==> src/rtl/game_pkg.sv <==
`timescale 1ns/1ps
`default_nettype none
// ============================================================================
//  Module   : game_pkg
//  Purpose  : Shared state encoding and frame-timing constants for the game.
//  Revision : 1.0
// ============================================================================
package game_pkg;

    typedef enum logic [2:0] {
        ST_IDLE  = 3'd0,
        ST_SERVE = 3'd1,
        ST_PLAY  = 3'd2,
        ST_LOST  = 3'd3,
        ST_OVER  = 3'd4,
        ST_WIN   = 3'd5
    } state_t;

    localparam int c_BCD_W        = 4;
    localparam int c_LIVES        = 3;
    localparam int c_SERVE_FRAMES = 120;
    localparam int c_HOLD_FRAMES  = 180;
    localparam int c_FCNT_W       = 8;

endpackage
`default_nettype wire

==> src/rtl/bcd_score2.sv <==
`timescale 1ns/1ps
`default_nettype none
// ============================================================================
//  Module   : bcd_score2
//  Purpose  : Two-digit BCD score counter, saturating at 99; clr beats inc.
//  Revision : 1.0
// ============================================================================
module bcd_score2
    import game_pkg::*;
(
    input  logic               clk_100MHz,
    input  logic               reset,
    input  logic               clr,
    input  logic               inc,
    output logic [c_BCD_W-1:0] ones,
    output logic [c_BCD_W-1:0] tens
);

    localparam logic [c_BCD_W-1:0] c_DIGIT_MAX = c_BCD_W'(9);

    logic [c_BCD_W-1:0] r_ones;
    logic [c_BCD_W-1:0] r_tens;
    logic               w_at_max;

    assign w_at_max = (r_ones == c_DIGIT_MAX) && (r_tens == c_DIGIT_MAX);

    always_ff @(posedge clk_100MHz or posedge reset) begin
        if (reset) begin
            r_ones <= '0;
            r_tens <= '0;
        end else if (clr) begin
            r_ones <= '0;
            r_tens <= '0;
        end else if (inc && !w_at_max) begin
            if (r_ones == c_DIGIT_MAX) begin
                r_ones <= '0;
                r_tens <= r_tens + 1'b1;
            end else begin
                r_ones <= r_ones + 1'b1;
            end
        end
    end

    assign ones = r_ones;
    assign tens = r_tens;

endmodule
`default_nettype wire

==> src/rtl/game_controller.sv <==
`timescale 1ns/1ps
`default_nettype none
// ============================================================================
//  Module   : game_controller
//  Purpose  : Bricks game-flow sequencer: serve timing, lives, score, end hold.
//  Revision : 1.0
// ============================================================================
module game_controller
    import game_pkg::*;
#(
    parameter int LIVES        = c_LIVES,
    parameter int SERVE_FRAMES = c_SERVE_FRAMES,
    parameter int HOLD_FRAMES  = c_HOLD_FRAMES,
    parameter int FCNT_W       = c_FCNT_W
) (
    input  logic               clk_100MHz,
    input  logic               reset,
    input  logic               start,
    input  logic               frame_tick,
    input  logic               brick_hit,
    input  logic               ball_miss,
    input  logic               bricks_cleared,
    output logic               ball_run,
    output logic               ball_reload,
    output logic               bricks_reload,
    output logic [2:0]         state,
    output logic [1:0]         lives,
    output logic [c_BCD_W-1:0] skor_birler,
    output logic [c_BCD_W-1:0] skor_onlar,
    output logic               game_over,
    output logic               win
);

    localparam logic [FCNT_W-1:0] c_SERVE_LAST = FCNT_W'(SERVE_FRAMES - 1);
    localparam logic [FCNT_W-1:0] c_HOLD_MAX   = FCNT_W'(HOLD_FRAMES);
    localparam logic [1:0]        c_LIVES_INIT = 2'(LIVES);

    state_t            r_state;
    state_t            w_state_nxt;
    logic              r_start_q;
    logic              w_start_rise;
    logic [FCNT_W-1:0] r_fcnt;
    logic [FCNT_W-1:0] w_fcnt_nxt;
    logic [1:0]        r_lives;
    logic [1:0]        w_lives_nxt;
    logic              r_ball_reload;
    logic              r_bricks_reload;
    logic              w_ball_reload_nxt;
    logic              w_bricks_reload_nxt;
    logic              w_new_game;
    logic              w_score_inc;

    assign w_start_rise = start & ~r_start_q;

    always_ff @(posedge clk_100MHz or posedge reset) begin
        if (reset) begin
            r_state <= ST_IDLE;
        end else begin
            r_state <= w_state_nxt;
        end
    end

    always_comb begin
        w_state_nxt         = r_state;
        w_fcnt_nxt          = r_fcnt;
        w_lives_nxt         = r_lives;
        w_new_game          = 1'b0;
        w_ball_reload_nxt   = 1'b0;
        w_bricks_reload_nxt = 1'b0;
        w_score_inc         = 1'b0;
        ball_run            = 1'b0;
        game_over           = 1'b0;
        win                 = 1'b0;

        case (r_state)
            ST_IDLE: begin
                w_new_game = w_start_rise;
            end
            ST_SERVE: begin
                if (frame_tick) begin
                    if (r_fcnt == c_SERVE_LAST) begin
                        w_state_nxt = ST_PLAY;
                        w_fcnt_nxt  = '0;
                    end else begin
                        w_fcnt_nxt = r_fcnt + 1'b1;
                    end
                end
            end
            ST_PLAY: begin
                ball_run    = 1'b1;
                w_score_inc = brick_hit;
                if (bricks_cleared) begin
                    w_state_nxt = ST_WIN;
                end else if (ball_miss) begin
                    w_lives_nxt = r_lives - 1'b1;
                    w_state_nxt = ST_LOST;
                end
            end
            ST_LOST: begin
                w_fcnt_nxt = '0;
                if (r_lives == 2'd0) begin
                    w_state_nxt = ST_OVER;
                end else begin
                    w_ball_reload_nxt = 1'b1;
                    w_state_nxt       = ST_SERVE;
                end
            end
            ST_OVER, ST_WIN: begin
                game_over = (r_state == ST_OVER);
                win       = (r_state == ST_WIN);
                // Restart is locked out until the hold counter has saturated.
                if (w_start_rise && (r_fcnt >= c_HOLD_MAX)) begin
                    w_new_game = 1'b1;
                end else if (frame_tick && (r_fcnt < c_HOLD_MAX)) begin
                    w_fcnt_nxt = r_fcnt + 1'b1;
                end
            end
            default: begin
                w_state_nxt = ST_IDLE;
            end
        endcase

        if (w_new_game) begin
            w_state_nxt         = ST_SERVE;
            w_fcnt_nxt          = '0;
            w_lives_nxt         = c_LIVES_INIT;
            w_ball_reload_nxt   = 1'b1;
            w_bricks_reload_nxt = 1'b1;
        end
    end

    always_ff @(posedge clk_100MHz or posedge reset) begin
        if (reset) begin
            r_start_q       <= 1'b0;
            r_fcnt          <= '0;
            r_lives         <= c_LIVES_INIT;
            r_ball_reload   <= 1'b0;
            r_bricks_reload <= 1'b0;
        end else begin
            r_start_q       <= start;
            r_fcnt          <= w_fcnt_nxt;
            r_lives         <= w_lives_nxt;
            r_ball_reload   <= w_ball_reload_nxt;
            r_bricks_reload <= w_bricks_reload_nxt;
        end
    end

    bcd_score2 u_score (
        .clk_100MHz (clk_100MHz),
        .reset      (reset),
        .clr        (w_new_game),
        .inc        (w_score_inc),
        .ones       (skor_birler),
        .tens       (skor_onlar)
    );

    assign state         = r_state;
    assign lives         = r_lives;
    assign ball_reload   = r_ball_reload;
    assign bricks_reload = r_bricks_reload;

endmodule
`default_nettype wire

==> config.mk <==
export PLATFORM = sky130hd
export DESIGN_NAME = game_controller
export DESIGN_NICKNAME = d
export VERILOG_FILES = /design/src/rtl/game_pkg.sv /design/src/rtl/bcd_score2.sv /design/src/rtl/game_controller.sv
export SDC_FILE = /design/constraint.sdc
export NUM_CORES = 1
export LEC_CHECK = 0
export ABC_AREA = 1
export CAP_MARGIN = 20
export CORE_ASPECT_RATIO = 2
export CORE_MARGIN = 10
export CORE_UTILIZATION = 46
export CTS_CLUSTER_SIZE = 25
export DETAILED_ROUTE_END_ITERATION = 16
export PLACE_DENSITY = 0.8
export SETUP_SLACK_MARGIN = 0.15
export SLEW_MARGIN = 20
export SYNTH_ARGS = -nofsm -noshare
export SYNTH_HDL_FRONTEND = slang
export SYNTH_SLANG_ARGS = --single-unit
==> constraint.sdc <==
create_clock -name clk_100MHz -period 3 [get_ports clk_100MHz]
set_input_delay 0.3 -clock clk_100MHz [delete_from_list [all_inputs] [get_ports clk_100MHz]]
set_output_delay 0.3 -clock clk_100MHz [all_outputs]
set_load 0.05 [all_outputs]
# Word-level counts from Yosys, hierarchy flattened
# Cells that the tools add are included.
[word_totals]
memories = 0
wordCells = 82
regBits = 24
latchBits = 0
ramBits = 0
mem_bits_ro = 0
out_inout_bits = 18
[classes]
n_eq_ne = 15
n_lt_le_gt_ge = 2
n_reduce_logical = 18
addsub = 4
n_mul = 0
n_div = 0
bitwise_logic = 2
n_shift = 0
muxes = 33
[op_table]
columns = ["op", "n"]
rows = [
  ["2-to-1 mux 8 bit", 5],
  ["2-to-1 mux 4 bit", 6],
  ["case mux 8 bit (3 select lines)", 1],
  ["2-to-1 mux 3 bit", 6],
  ["inequality test 3 x 2 -> 1 bit (second input constant)", 4],
  ["case mux 3 bit (4 select lines)", 1],
  ["2-to-1 mux 1 bit", 9],
  ["adder 4 x 1 -> 4 bit (second input constant)", 2],
  ["adder 8 x 1 -> 8 bit (second input constant)", 1],
  ["== test 4 bit (second input constant)", 2],
  ["== test 8 x 7 -> 1 bit (second input constant)", 1],
  [">= comparator 8 bit (second input constant)", 1],
  ["less-than comparator 8 bit (second input constant)", 1],
  ["2-to-1 mux 2 bit", 4],
  ["AND reduction 4 bit", 2],
  ["nonzero test 2 bit", 4],
  ["== test 3 x 2 -> 1 bit (second input constant)", 2],
  ["== test 3 bit (second input constant)", 2],
  ["logical AND 1 bit", 4],
  ["inequality test 2 x 1 -> 1 bit (second input constant)", 2],
  ["inequality test 4 x 3 -> 1 bit (second input constant)", 1],
  ["nonzero test 4 bit", 1],
  ["== test 3 x 1 -> 1 bit (second input constant)", 1],
  ["zero test 3 bit", 1],
  ["other kinds (10)", 10],
]

# Longest topological paths before layout
[depth]
ltp_word = 7
mapped_depth = 11

# Modules after synthesis
# A second synthesis with hierarchy kept.
[unflattened]
cells_unflattened = 227
area_unflattened_um2 = 1614.0
[by_module_without_submodules]
columns = ["mod", "area_each_um2", "cells_per_inst", "instances"]
rows = [
  ["game_controller", 1083.5, 159, 1],
  ["bcd_score2", 530.5, 68, 1],
]

# Worst setup path before layout
# No wires, ideal clock.
[synth_timing]
path_kind = "register to register"
from = "register r_state[1] (netlist: state[1])"
to = "register u_score.r_tens[0] (netlist: u_score.tens[0])"
arrival_time_ns = 1.880
path_buffers = 0
period_less_slack_ns = 2.000
path_slack_ns = 1.000
stages_incl_launch_ff = 10
cell_sequence = "dfrtp_1 nand2_2 nor2_4 nand2_1 a21oi_4 inv_2 nand2_1 nand2_2 nand2_1 nand2_1"
[synth_between]
elab_chain_len = 5
word_cells_on_any_way = 12
cone_classes = "eq/ne (3); mux (3); reduce/logical (6)"
[synth_rtl]
columns = ["element", "line", "text"]
rows = [
  ["from (decl)", "game_controller.sv:38", "state_t r_state;"],
  ["from (signal assigned)", "game_controller.sv:59", "r_state <= w_state_nxt;"],
  ["== test 3 bit or == test 3 x 2 -> 1 bit (tied branches)", "game_controller.sv:75", "case (r_state)"],
  ["OR reduction 2 bit or 2-to-1 mux 1 bit (tied branches)", "n/a", ""],
  ["case mux 1 bit (2 select lines) or logical AND 1 bit (tied branches)", "game_controller.sv:75, bcd_score2.sv:34", ""],
  ["nonzero test 2 bit (no line)", "n/a", ""],
  ["AND reduction 2 bit (no line)", "n/a", ""],
  ["to (signal assigned)", "bcd_score2.sv:37", "r_tens <= r_tens + 1'b1;"],
  ["to (decl)", "bcd_score2.sv:22", "logic [c_BCD_W-1:0] r_tens;"],
]
# Parallel ways exist; a longest one is shown, timed or not.
# A chain may end at the register's enable or synchronous reset.

# Worst setup path after layout
[layout_timing]
from = "register r_state[2] (netlist: state[2])"
to = "output port ball_run"
[layout_between]
elab_chain_len = 2
[layout_rtl]
columns = ["element", "line", "text"]
rows = [
  ["== test 3 x 2 -> 1 bit", "game_controller.sv:75", ""],
  ["2-to-1 mux 1 bit", "game_controller.sv:75", ""],
  ["to (decl)", "game_controller.sv:23", "output logic ball_run,"],
]
# Every way passes these cells.

==> impl_metrics.yaml <==
global_route:
  first_global_vias: 1517
  grt_max_degree: 26
  grt_overflow: 0
  grt_use_total_pct: 12.8
  antenna_found_initial: 0
  wire_length_of_the_first_global_routing_pass_um: 6440
placed_design:
  port_buffers: 24
  postPlaceCellArea_um2: 1850
  half_perimeter_wire_length_of_the_detailed_placement_result_um: 2860
  place_worst_setup_slack_ns: 1.09
  gp_congestion: 0.919
critical_path:
  cp_slowest_cell: "clkdlybuf4s50_1"
  rr_endpoint: "u_score.tens[2]"
  cp_max_fo: 6
  timing.critical_path.cells: "inv_2 > nand2_2 > nor2_4 > clkdlybuf4s50_1"
  cp_data_required_time_ns: 2.70
  reg2reg_depth: 9
  start_to_end_type_of_the_worst_setup_path: "flop to primary output"
  crit_arrival_ns: 1.91
  crit_start: "state[2]"
  critPathMaxStageDelay_ns: 0.83
  worstSetupEndpointType: "primary output"
  startpoint_type: "flop"
  worstReg2RegStart: "r_fcnt[4]"
  regToRegSetupSlack_ns: 1.08
sta:
  timing.final.crit_share_pct: 73.7
  least_setup_slack_across_all_paths_after_layout_ns: 0.790
  period_needed_ns: 2.21
  report.final.setup_viol: 0
  finClkSkew_ns: 0.00332
  max_slew.worst_pin.slew_ns: 0.951
  fin_tns_setup_ns: 0
  rsz0062_at_grt: "no"
  timing.fmax_mhz: 453
  fin_hold_viols: 0
  max_slew_margin_pct: 36.5
  timing_max_transition_violations_final: 0
clock_network:
  cts_htree_levels: 1
  postCtsResizedCells: 0
  clk_pin_slew_ns: 0.09
  cts_setup_buffers: 0
  cts_inserted_buffers: 3
  ctsRootBufferMaster: "clkbuf_8"
  cts-root-to-sink-buffers: 2
  clock_latency_ns: 0.27
  cts_tree: "yes"
  cts_num_sinks: 24
  cts_hold_buffers: 0
logic_synthesis:
  top_cell_type_s_share_of_synthesized_area_pct: 34.7
  synth_edf_count: 0
  post-synth-top-area-cell: "dfrtp_1"
  ys.warnings.count: 0
  mappedNetlistNets: 237
  syn_inst: 223
  synth_async_sr_flop_share_pct: 100
  synth-seq-area-share_pct: 38.0
  synth.distinct_cells: 24
  syn_avg_cell_area_um2: 7.11
  ys_ff_latch: 24
  netlist_area_um2: 1590
  largest_cells_by_area_after_synthesis: "dfrtp_1, nand2_1, nand3_1"
  yosys_most_used_dff: "dfrtp_1"
min_path:
  holdCritStartpoint: "start"
  whs_path_depth: 1
  min-delay-path-class: "input pin to flop"
  min_to: "r_start_q"
final_layout:
  finish.net_count: 262
  postLayoutCoreUtil_pct: 57.4
  total_non_filler_cell_area_in_the_finished_layout_um2: 1920
  n_fill_cell: 311
  area_delta_synth_final_pct: 20.9
  fraction_of_layout_cells_with_a_size_suffix_above_1_pct: 6.48
  antenna_cells_inserted: 0
drt:
  route.final.wire_length_um: 3750
  total_via_count_after_detailed_routing: 1512
  avgViaCountPerCell: 5.42
  wire_per_inst_um: 13.4
  drc: 0
  detailedRoute.firstPassIterationCount: 4
  antenna_left: 0
  drt_iter0_markers: 35
power_and_ir_drop:
  power.density_nw_per_um2: 444
  power_report.internal_total_uw: 593
  ir_worst_vdd_mv: 0.322
  netSwitchingPower_uw: 259
  share_of_power_burned_in_registers_pct: 48.3
  comb_pwr_share_pct: 17.8
  sw_frac_of_total_pct: 30.4
  clock_group_share_of_total_power_pct: 33.9
  static-leakage-power_nw: 1.04
  finalPower_uw: 852
die:
  die_width_um: 61.5
  die_h_um: 103
  placement_rows: 30
  floorplan.initialDensity_pct: 47.5
  core_region_area_um2: 3340
  die-area_um2: 6340
  io_pins: 25
job:
  maxCapViolations: 0
status:
  outcome: "completed"
[synthesized netlist by cell type, types with 4 or more instances]
| library cell | instances |
|---|---|
| nand2_1 | 72 |
| inv_1 | 30 |
| nand3_1 | 23 |
| dfrtp_1 | 22 |
| nor2_1 | 18 |
| nand4_1 | 12 |
| ha_1 | 7 |
| o21ai_0 | 7 |
| xor2_1 | 6 |
| buf_2 | 4 |
| inv_2 | 4 |
[placed cells by master, fill, tap and decap left out, types with 3 or more instances in the layout]
master	n
clkbuf_8	3
clkdlybuf4s50_1	24
dfrtp_1	22
ha_1	7
inv_1	30
inv_2	4
nand2_1	72
nand3_1	23
nand4_1	12
nor2_1	18
o21ai_0	7
xor2_1	6
[through the flow]
stage / instances / hold slack [ns]
6_report: 279 / 0.487
2_1_floorplan: 223 / 0.313
3_5_place_dp: 275 / 0.540
4_1_cts: 279 / 0.489
3_3_place_gp: 275 / 0.540
5_1_grt: 279 / 0.503
[layer usage]
| layer | wire length [um] | part of all wire (%) | global-route usage, % | vias to the layer above |
|---|---|---|---|---|
| met5 | 0 | 0 | 0 | - |
| met4 | 87 | 2.3 | 6.23 | 0 |
| met1 | 1480 | 39 | 13.8 | 719 |
| li1 | - | - | - | 753 |
| met2 | 2050 | 55 | 22.3 | 30 |
| met3 | 138 | 3.7 | 2.59 | 10 |
[kinds of logic after synthesis]
logic type	count (synthesis)	synth area share, %
and+or+nand+nor	131	36.6
adders and majority gates	7	5.52
DFF	24	38.0
AOI/OAI and AO/OA	15	6.08
buffers and inverters	38	9.31
xor gates and xnor gates	8	4.42
[state kept, by name, indices dropped and copies added (netlist names)]
signal and flops:
r_start_q 1, ball_reload 1, bricks_reload 1, u_score.ones 4
lives 2, state 3, u_score.tens 4, r_fcnt 8
[worst max path at each step]
stage	end	slack, ns	depth (start not counted)
finish	ball_run	0.79	4
global route	game_over	0.68	4
CTS	ball_run	0.78	4
detailed placement	ball_run	1.09	4
global placement	ball_run	1.08	4
floorplan	u_score.tens[0]	1.00	9
[critical path: cells and delay by family, from the launching register on]
family                 cells  cell delay [ns]
buffers and inverters      2             0.94
DFF                        1             0.45
and+or+nand+nor            2             0.25
[area by class of cell]
type	count	area, um^2	share of cell area, %
well taps	32	40.0	2.09
multi-input cells	161	835	43.5
clock inverters	1	30.0	1.57
flip-flops and latches	24	603	31.5
repair buffers	24	240	12.5
inverters	34	128	6.66
clock buffers	3	41.3	2.15
[power by group through the flow]
stage / Sequential, mW / Combinational, mW / Clock (mW)
floorplan: 0.382 / 0.140 / 0
global placement: 0.413 / 0.146 / 0
detailed placement: 0.415 / 0.149 / 0
CTS: 0.409 / 0.151 / 0.288
global route: 0.417 / 0.178 / 0.304
finish: 0.412 / 0.152 / 0.289
Note: power is estimated with default switching activity, not from simulation.
